### src/rtl/clock_display_scan.sv
// clock_display_scan: snapshots a packed {hour,min,sec} binary time word,
// converts each field to two BCD digits with a serial shift-add-3 engine,
// and scans the result onto a 6-digit multiplexed 7-segment display.
module clock_display_scan #(
  parameter int SCAN_DIV   = 1000,
  parameter bit SEG_ACT_LO = 1'b1
) (
  input  logic        clk,
  input  logic        resetn,
  input  logic [17:0] data,
  input  logic        load,
  output logic        busy,
  output logic        done,
  output logic [23:0] bcd_out,
  output logic [5:0]  digit_sel,
  output logic [7:0]  seg
);
  localparam int PW = $clog2(SCAN_DIV);

  typedef enum logic {IDLE, CONV} state_t;

  state_t      state_reg, state_next;
  logic [17:0] shadow_reg;
  logic        pending_reg;
  logic [1:0]  field_reg;
  logic [2:0]  step_reg;
  logic [13:0] dab_reg;
  logic [7:0]  sec_bcd_reg, min_bcd_reg;
  logic        busy_reg, done_reg, valid_reg;
  logic [23:0] bcd_reg;

  logic [5:0]  field_bits;
  logic [13:0] dab_in, dab_adj, dab_next;
  logic        start, commit;

  logic [PW-1:0] presc_reg;
  logic [2:0]    idx_reg;
  logic [5:0]    digit_sel_reg;
  logic [7:0]    seg_reg;
  logic [3:0]    nib;
  logic [7:0]    seg_code;
  logic [5:0]    onehot;

  // One shift-add-3 step; the first step of each field loads the raw binary
  always_comb begin
    field_bits = shadow_reg[5:0];
    case (field_reg)
      2'd1:    field_bits = shadow_reg[11:6];
      2'd2:    field_bits = shadow_reg[17:12];
      default: field_bits = shadow_reg[5:0];
    endcase
    dab_in = (step_reg == 3'd0) ? {8'd0, field_bits} : dab_reg;
    dab_adj = dab_in;
    if (dab_in[9:6] >= 4'd5)   dab_adj[9:6]   = dab_in[9:6] + 4'd3;
    if (dab_in[13:10] >= 4'd5) dab_adj[13:10] = dab_in[13:10] + 4'd3;
    dab_next = dab_adj << 1;
  end

  // Next-state logic: commit on the 18th step, restart if a load is queued
  always_comb begin
    state_next = state_reg;
    start      = 1'b0;
    commit     = 1'b0;
    case (state_reg)
      IDLE: begin
        if (load) begin
          start      = 1'b1;
          state_next = CONV;
        end
      end
      CONV: begin
        if (field_reg == 2'd2 && step_reg == 3'd5) begin
          commit = 1'b1;
          if (pending_reg || load) start = 1'b1;
          else                     state_next = IDLE;
        end
      end
      default: state_next = IDLE;
    endcase
  end

  // State register
  always_ff @(posedge clk or negedge resetn) begin
    if (!resetn) state_reg <= IDLE;
    else         state_reg <= state_next;
  end

  // Conversion datapath, pending flag and atomic commit of all six digits
  always_ff @(posedge clk or negedge resetn) begin
    if (!resetn) begin
      shadow_reg  <= '0;
      pending_reg <= 1'b0;
      field_reg   <= '0;
      step_reg    <= '0;
      dab_reg     <= '0;
      sec_bcd_reg <= '0;
      min_bcd_reg <= '0;
      busy_reg    <= 1'b0;
      done_reg    <= 1'b0;
      valid_reg   <= 1'b0;
      bcd_reg     <= '0;
    end else begin
      done_reg <= commit;
      if (start) begin
        shadow_reg  <= data;
        field_reg   <= 2'd0;
        step_reg    <= 3'd0;
        busy_reg    <= 1'b1;
        pending_reg <= 1'b0;
      end else if (state_reg == CONV) begin
        dab_reg <= dab_next;
        if (load) pending_reg <= 1'b1;
        if (step_reg == 3'd5) begin
          step_reg  <= 3'd0;
          field_reg <= field_reg + 2'd1;
          if (field_reg == 2'd0) sec_bcd_reg <= dab_next[13:6];
          if (field_reg == 2'd1) min_bcd_reg <= dab_next[13:6];
        end else begin
          step_reg <= step_reg + 3'd1;
        end
      end
      if (commit) begin
        bcd_reg[23:16] <= (shadow_reg[17:12] <= 6'd23) ? dab_next[13:6] : 8'hFF;
        bcd_reg[15:8]  <= (shadow_reg[11:6]  <= 6'd59) ? min_bcd_reg    : 8'hFF;
        bcd_reg[7:0]   <= (shadow_reg[5:0]   <= 6'd59) ? sec_bcd_reg    : 8'hFF;
        valid_reg      <= 1'b1;
        if (!start) busy_reg <= 1'b0;
      end
    end
  end

  // Free-running prescaler and digit index
  always_ff @(posedge clk or negedge resetn) begin
    if (!resetn) begin
      presc_reg <= '0;
      idx_reg   <= '0;
    end else if (presc_reg == PW'(SCAN_DIV - 1)) begin
      presc_reg <= '0;
      idx_reg   <= (idx_reg == 3'd5) ? 3'd0 : idx_reg + 3'd1;
    end else begin
      presc_reg <= presc_reg + 1'b1;
    end
  end

  // Segment decode of the nibble for the current digit, dp on separators
  always_comb begin
    nib    = bcd_reg[{idx_reg, 2'b00} +: 4];
    onehot = 6'b000001 << idx_reg;
    case (nib)
      4'h0:    seg_code = 8'h3F;
      4'h1:    seg_code = 8'h06;
      4'h2:    seg_code = 8'h5B;
      4'h3:    seg_code = 8'h4F;
      4'h4:    seg_code = 8'h66;
      4'h5:    seg_code = 8'h6D;
      4'h6:    seg_code = 8'h7D;
      4'h7:    seg_code = 8'h07;
      4'h8:    seg_code = 8'h7F;
      4'h9:    seg_code = 8'h6F;
      4'hF:    seg_code = 8'h40;
      default: seg_code = 8'h00;
    endcase
    if (idx_reg == 3'd2 || idx_reg == 3'd4) seg_code[7] = 1'b1;
    if (!valid_reg) seg_code = 8'h00;
  end

  // Registered pin drivers with polarity applied here only
  always_ff @(posedge clk or negedge resetn) begin
    if (!resetn) begin
      digit_sel_reg <= SEG_ACT_LO ? 6'b111110 : 6'b000001;
      seg_reg       <= SEG_ACT_LO ? 8'hFF : 8'h00;
    end else begin
      digit_sel_reg <= SEG_ACT_LO ? ~onehot : onehot;
      seg_reg       <= SEG_ACT_LO ? ~seg_code : seg_code;
    end
  end

  assign busy      = busy_reg;
  assign done      = done_reg;
  assign bcd_out   = bcd_reg;
  assign digit_sel = digit_sel_reg;
  assign seg       = seg_reg;
endmodule

### config.mk
export PLATFORM = sky130hd
export DESIGN_NAME = clock_display_scan
export DESIGN_NICKNAME = d
export VERILOG_FILES = /design/src/rtl/clock_display_scan.sv
export SDC_FILE = /design/constraint.sdc
export NUM_CORES = 1
export LEC_CHECK = 0
export ABC_AREA = 1
export CAP_MARGIN = 15
export CORE_AREA = 4 4 99 101
export DETAILED_ROUTE_END_ITERATION = 12
export DIE_AREA = 0 0 103 105
export DONT_BUFFER_PORTS = 1
export HOLD_SLACK_MARGIN = 0.1
export PLACE_DENSITY = 0.74
export SYNTH_ARGS = -nofsm -noshare
export SYNTH_HDL_FRONTEND = slang
export SYNTH_SLANG_ARGS = --single-unit
### constraint.sdc
create_clock -name clk -period 4.65 [get_ports clk]
set_clock_uncertainty 0.05 [all_clocks]
set_input_delay 0.93 -clock clk [delete_from_list [all_inputs] [get_ports clk]]
set_output_delay 0.93 -clock clk [all_outputs]
set_load 0.005 [all_outputs]
# Word-level counts from Yosys, hierarchy flattened
# Memory sizes are Yosys's and may differ from the RTL's.
# Cells that the tools add are included.
[classes]
addsub = 6
order_cmp = 5
n_eq_ne = 7
n_shift = 2
muxes = 31
bitwise_logic = 4
reduce_logical = 13
[ops]
columns = ["operator", "count"]
rows = [
  ["8-bit two-way mux", 4],
  ["24-bit by 6-bit indexed part select with 4-bit output", 1],
  ["3-bit two-way mux", 5],
  ["14-bit two-way mux", 1],
  ["1-bit two-way mux", 13],
  ["6-bit less-or-equal comparator, second input constant", 2],
  ["6-bit one-hot mux with 2 select lines", 1],
  ["10-bit by 1-bit adder with 10-bit output, second input constant", 1],
  ["10-bit == test, second input constant", 1],
  ["10-bit two-way mux", 1],
  ["3-bit == test, second input constant", 3],
  ["4-bit by 3-bit greater-or-equal comparator with 1-bit output, second input constant", 2],
  ["8-bit inverter", 1],
  ["4-bit AND reduction", 2],
  ["3-bit by 1-bit adder with 3-bit output, second input constant", 2],
  ["6-bit by 5-bit less-or-equal comparator with 1-bit output, second input constant", 1],
  ["2-bit two-way mux", 3],
  ["6-bit inverter", 1],
  ["2-bit AND reduction", 3],
  ["2-bit nonzero test", 3],
  ["1-bit by 3-bit left shift with 6-bit output, first input constant", 1],
  ["4-bit by 2-bit adder with 4-bit output, second input constant", 1],
  ["4-bit two-way mux", 1],
  ["1-bit one-hot mux with 2 select lines", 2],
  ["10 further kinds", 12],
]
[word_totals]
regBits = 108
rom_bits = 112
input_bits = 21
out_inout_bits = 40
word_cells = 85
n_memories = 1
[memory_table]
columns = ["name", "depth", "width", "read_ports", "rd_ports_with_merged_regs", "wr", "line", "source"]
rows = [
  ["(no name shown)", 16, 7, 1, 0, 0, "149", "case (nib)"],
]

# Logic depth before layout (Yosys ltp)
[logic_depth]
ltp_word = 7
depth_mapped = 13
ltp_nobuf = 13

# Worst setup path before layout
# OpenSTA, ideal clock, no wires.
[synth_path]
kind = "input-to-reg"
start = "in load"
end = "reg dab_reg[2]"
setup_ns = 0.130
arrival_ns = 1.741
required_ns = 4.470
path_slack_ns = 2.729
stages = 6
path_buffers = 2
path_cell_list = "nor2_1 > inv_1 > a21oi_2 > buf_2 > buf_2 > a31oi_1"
[synth_via]
elab_chain_cells = 6
elab_cells_between_ends = 7
cone_classes = "4 x mux; 1 x bitwise; 2 x reduce/logical"
[synth_lines]
columns = ["element", "line", "source"]
rows = [
  ["start: declaration", "11", "input logic load,"],
  ["1-bit logical OR", "74", "if (pending_reg || load) start = 1'b1;"],
  ["1-bit two-way mux", "74", ""],
  ["1-bit two-way mux", "72", "if (field_reg == 2'd2 && step_reg == 3'd5) begin"],
  ["1-bit one-hot mux with 2 select lines (*)", "64", "case (state_reg)"],
  ["1-bit inverter (no line) (*)", "--", ""],
  ["2-bit AND reduction (no line) (*)", "--", ""],
  ["end signal: assignment", "111", "dab_reg <= dab_next;"],
  ["end: declaration", "27", "logic [13:0] dab_reg;"],
]
# Every way passes the cells marked *; elsewhere a longest branch is shown, timed or not.
# A chain may end at the register's enable or synchronous reset.

# Worst setup path after layout
[layout_path]
start = "reg field_reg[0]"
end = "reg min_bcd_reg[2]"
[layout_via]
elab_chain_cells = 6
elab_cells_between_ends = 7
cone_classes = "2 x eq/ne; 2 x mux; 1 x bitwise; 2 x reduce/logical"
[layout_lines]
columns = ["element", "line", "source"]
rows = [
  ["start: declaration", "25", "logic [1:0] field_reg;"],
  ["start signal: assignment", "115", "field_reg <= field_reg + 2'd1;"],
  ["2-bit == test", "72", ""],
  ["1-bit logical AND", "72", ""],
  ["1-bit two-way mux", "72", ""],
  ["1-bit one-hot mux with 2 select lines", "64", ""],
  ["1-bit inverter (no line)", "--", ""],
  ["4-bit AND reduction (no line) (*)", "--", ""],
  ["end signal: assignment", "117", "if (field_reg == 2'd1) min_bcd_reg <= dab_next[13:6];"],
  ["end: declaration", "28", "logic [7:0] sec_bcd_reg, min_bcd_reg;"],
]
# Marks and branches as above.

==> impl_metrics.tcl <==
set metrics [dict create \
    outcome "finished, final reports clean" \
    synth.yosys.seq_area_share_pct 52.2 \
    synth_nets 656 \
    cp-end-kind "flop" \
    drc_errors 0 \
    path_depth 9 \
    area_growth_pct 3.99 \
    crit_path_frequent_cell "inv_1" \
    cts_sinks 108 \
    synthDistinctLibCells 40 \
    cp_cell_sequence "inv_1 -> ha_1 -> inv_1 -> nor2_4 -> a21oi_2 -> nand3_1 -> inv_1 -> nand3_1 -> nand2_1" \
    ant_nets 0 \
    fin_tns_setup_ps 0 \
    initial_core_util_pct 57.7 \
    p_clk_share_pct 16.5 \
    wire_per_inst_um 14.7 \
    final_common_cell "nand2_1" \
    grt_pass1_wl_mm 18.4 \
    synth_top_area_share_pct 45.7 \
    cpMaxStageDelayCell "a21oi_2" \
    synth_seq_cells 108 \
    nNetsFinal 652 \
    cts_resized 0 \
    setup_viol 0 \
    p_comb_share_pct 36.8 \
    cts_setup_buffers 0 \
    clkLatencyLatePin_ps 360 \
    p_sw_mw 1.30 \
    start_kind "flop" \
    worst_hold_path_type "primary input to asynchronous set/reset pin" \
    maxCapViolCount 0 \
    hold_viol 0 \
    min_period_ps 2760 \
    p_int_mw 1.91 \
    power_mw 3.21 \
    clockBufferDepth 2 \
    dr.pass1.iters 5 \
    crit_type "flop to flop" \
    dieArea_um2 10800 \
    synth_top_cell_by_area "dfrtp_1" \
    cts_tree "done" \
    drive_gt1_share_pct 11.2 \
    seqPwrFrac_pct 46.7 \
    grtUsageTotal_pct 21.2 \
    dpl.hpwl_mm 7.86 \
    final_cell_mix "nand2_1, dfrtp_1, inv_1" \
    critPathMaxStageDelay_ps 680 \
    clock-root-buffer "clkbuf_8" \
    antenna_found_initial 0 \
    max_freq_ghz 0.362 \
    vias_per_cell 5.44 \
    largest_register_ffs 24 \
    grt.overflow.total 0 \
    r2r_cells 9 \
    crit_family "simple AND/OR/NAND/NOR gates" \
    max_slew_margin_pct 43.6 \
    gp_congestion 0.892 \
    worstMarginPinSlew_ps 846 \
    synthCells 622 \
    numCtsBuffers 9 \
    synthTopCellsByArea "dfrtp_1, nand2_1, dfstp_2" \
    num_vias 3992 \
    antenna_cells 0 \
    powerDensity_nw_per_um2 593 \
    port_buffers 0 \
    peakVddDrop_mv 0.249 \
    synthArstFlopShare_pct 100 \
    p_sw_share_pct 40.4 \
    crit_buf_inv 3 \
    ys.flop_type "dfrtp_1" \
    ys_warn_count 0 \
    path_clk_slew_ps 100 \
    grt_pass1_vias 3849 \
    wl_mm 10.8 \
    leakagePower_nw 2.78 \
    synth-edff-count 0 \
    core_area_um2 9020 \
    die_w_um 103 \
    finalCritPeriodShare_pct 59.3 \
    rows 35 \
    die_h_um 105 \
    io_pins 61 \
    arrival_ps 3020 \
    grt_setup_unrepaired "false" \
    grt_start_max_net_pins 109 \
    cp_max_fo 21 \
    netlist_area_um2 5210 \
    drt_iter0_markers 219 \
    final_max_slew_viol_count 0 \
    htree_num_levels 3 \
    syn-mean-instance-area_um2 8.37 \
    cts_hold_buf 0 \
    required_ps 4910 \
]
through the flow:
step	utilization, %	cell area [um^2]	hold slack (ps)	std cells	setup WS, ps
floorplan	-	5210	386	622	2730
global placement	58.0	5230	410	717	1870
detailed placement	58.0	5230	408	717	1810
CTS	60.0	5410	181	733	1910
global route	60.0	5420	172	734	1500
finish	60.0	5420	195	734	1890
cell usage after synthesis (7+ instances only):
cell,number
inv_1,74
o21ai_0,51
nand2_1,188
o21ai_1,8
nand3_1,48
dfstp_2,13
nand2_2,7
a21oi_1,19
nor2_1,29
or2_2,7
dfrtp_1,95
o21ai_2,10
ha_1,13
metal layers:
layer	track usage, %	vias to the layer above	share of wire [%]
met4	6.20	0	1.6
met1	29.3	1903	44
met3	4.74	16	6.6
met2	33.5	102	48
met5	0	-	0
li1	-	1971	-
cells by family after synthesis:
family	share of synthesized area, %
fa+ha+maj	3.12
flops	52.2
buf+inv	8.27
simple gates	24.0
xor+xnor	0.336
compound gates	12.0
worst paths after layout:
check / startpoint / endpoint / slack, ps
min in group clk: shadow_reg[0]$_DFFE_PN0P_ / shadow_reg[0]$_DFFE_PN0P_ / 420
worst min-delay path: resetn / presc_reg[5]$_DFF_PN0_ / 190
max in group asynchronous: resetn / digit_sel[2]$_DFF_PN1_ / 4150
worst min register to register: shadow_reg[0]$_DFFE_PN0P_ / shadow_reg[0]$_DFFE_PN0P_ / 420
worst max register to register: field_reg[0]$_DFFE_PN0P_ / min_bcd_reg[2]$_DFFE_PN0P_ / 1890
worst max-delay path: field_reg[0]$_DFFE_PN0P_ / min_bcd_reg[2]$_DFFE_PN0P_ / 1890
final cells by class:
class | count | area, um^2
clock buffers | 12 | 156
clock inverters | 4 | 23.8
fillers | 765 | 3610
inverters | 81 | 307
multi-input cells | 416 | 2060
flip-flops and latches | 108 | 2720
well taps | 111 | 139
repair buffers | 2 | 12.5
power groups by stage:
stage | Combinational (mW) | Clock [mW] | Sequential (mW)
finish | 1.18 | 0.528 | 1.50
CTS | 1.17 | 0.542 | 1.50
floorplan | 0.931 | 0 | 1.44
detailed placement | 1.17 | 0 | 1.52
global route | 1.35 | 0.580 | 1.54
global placement | 1.12 | 0 | 1.51
(Power assumes the default switching activity.)
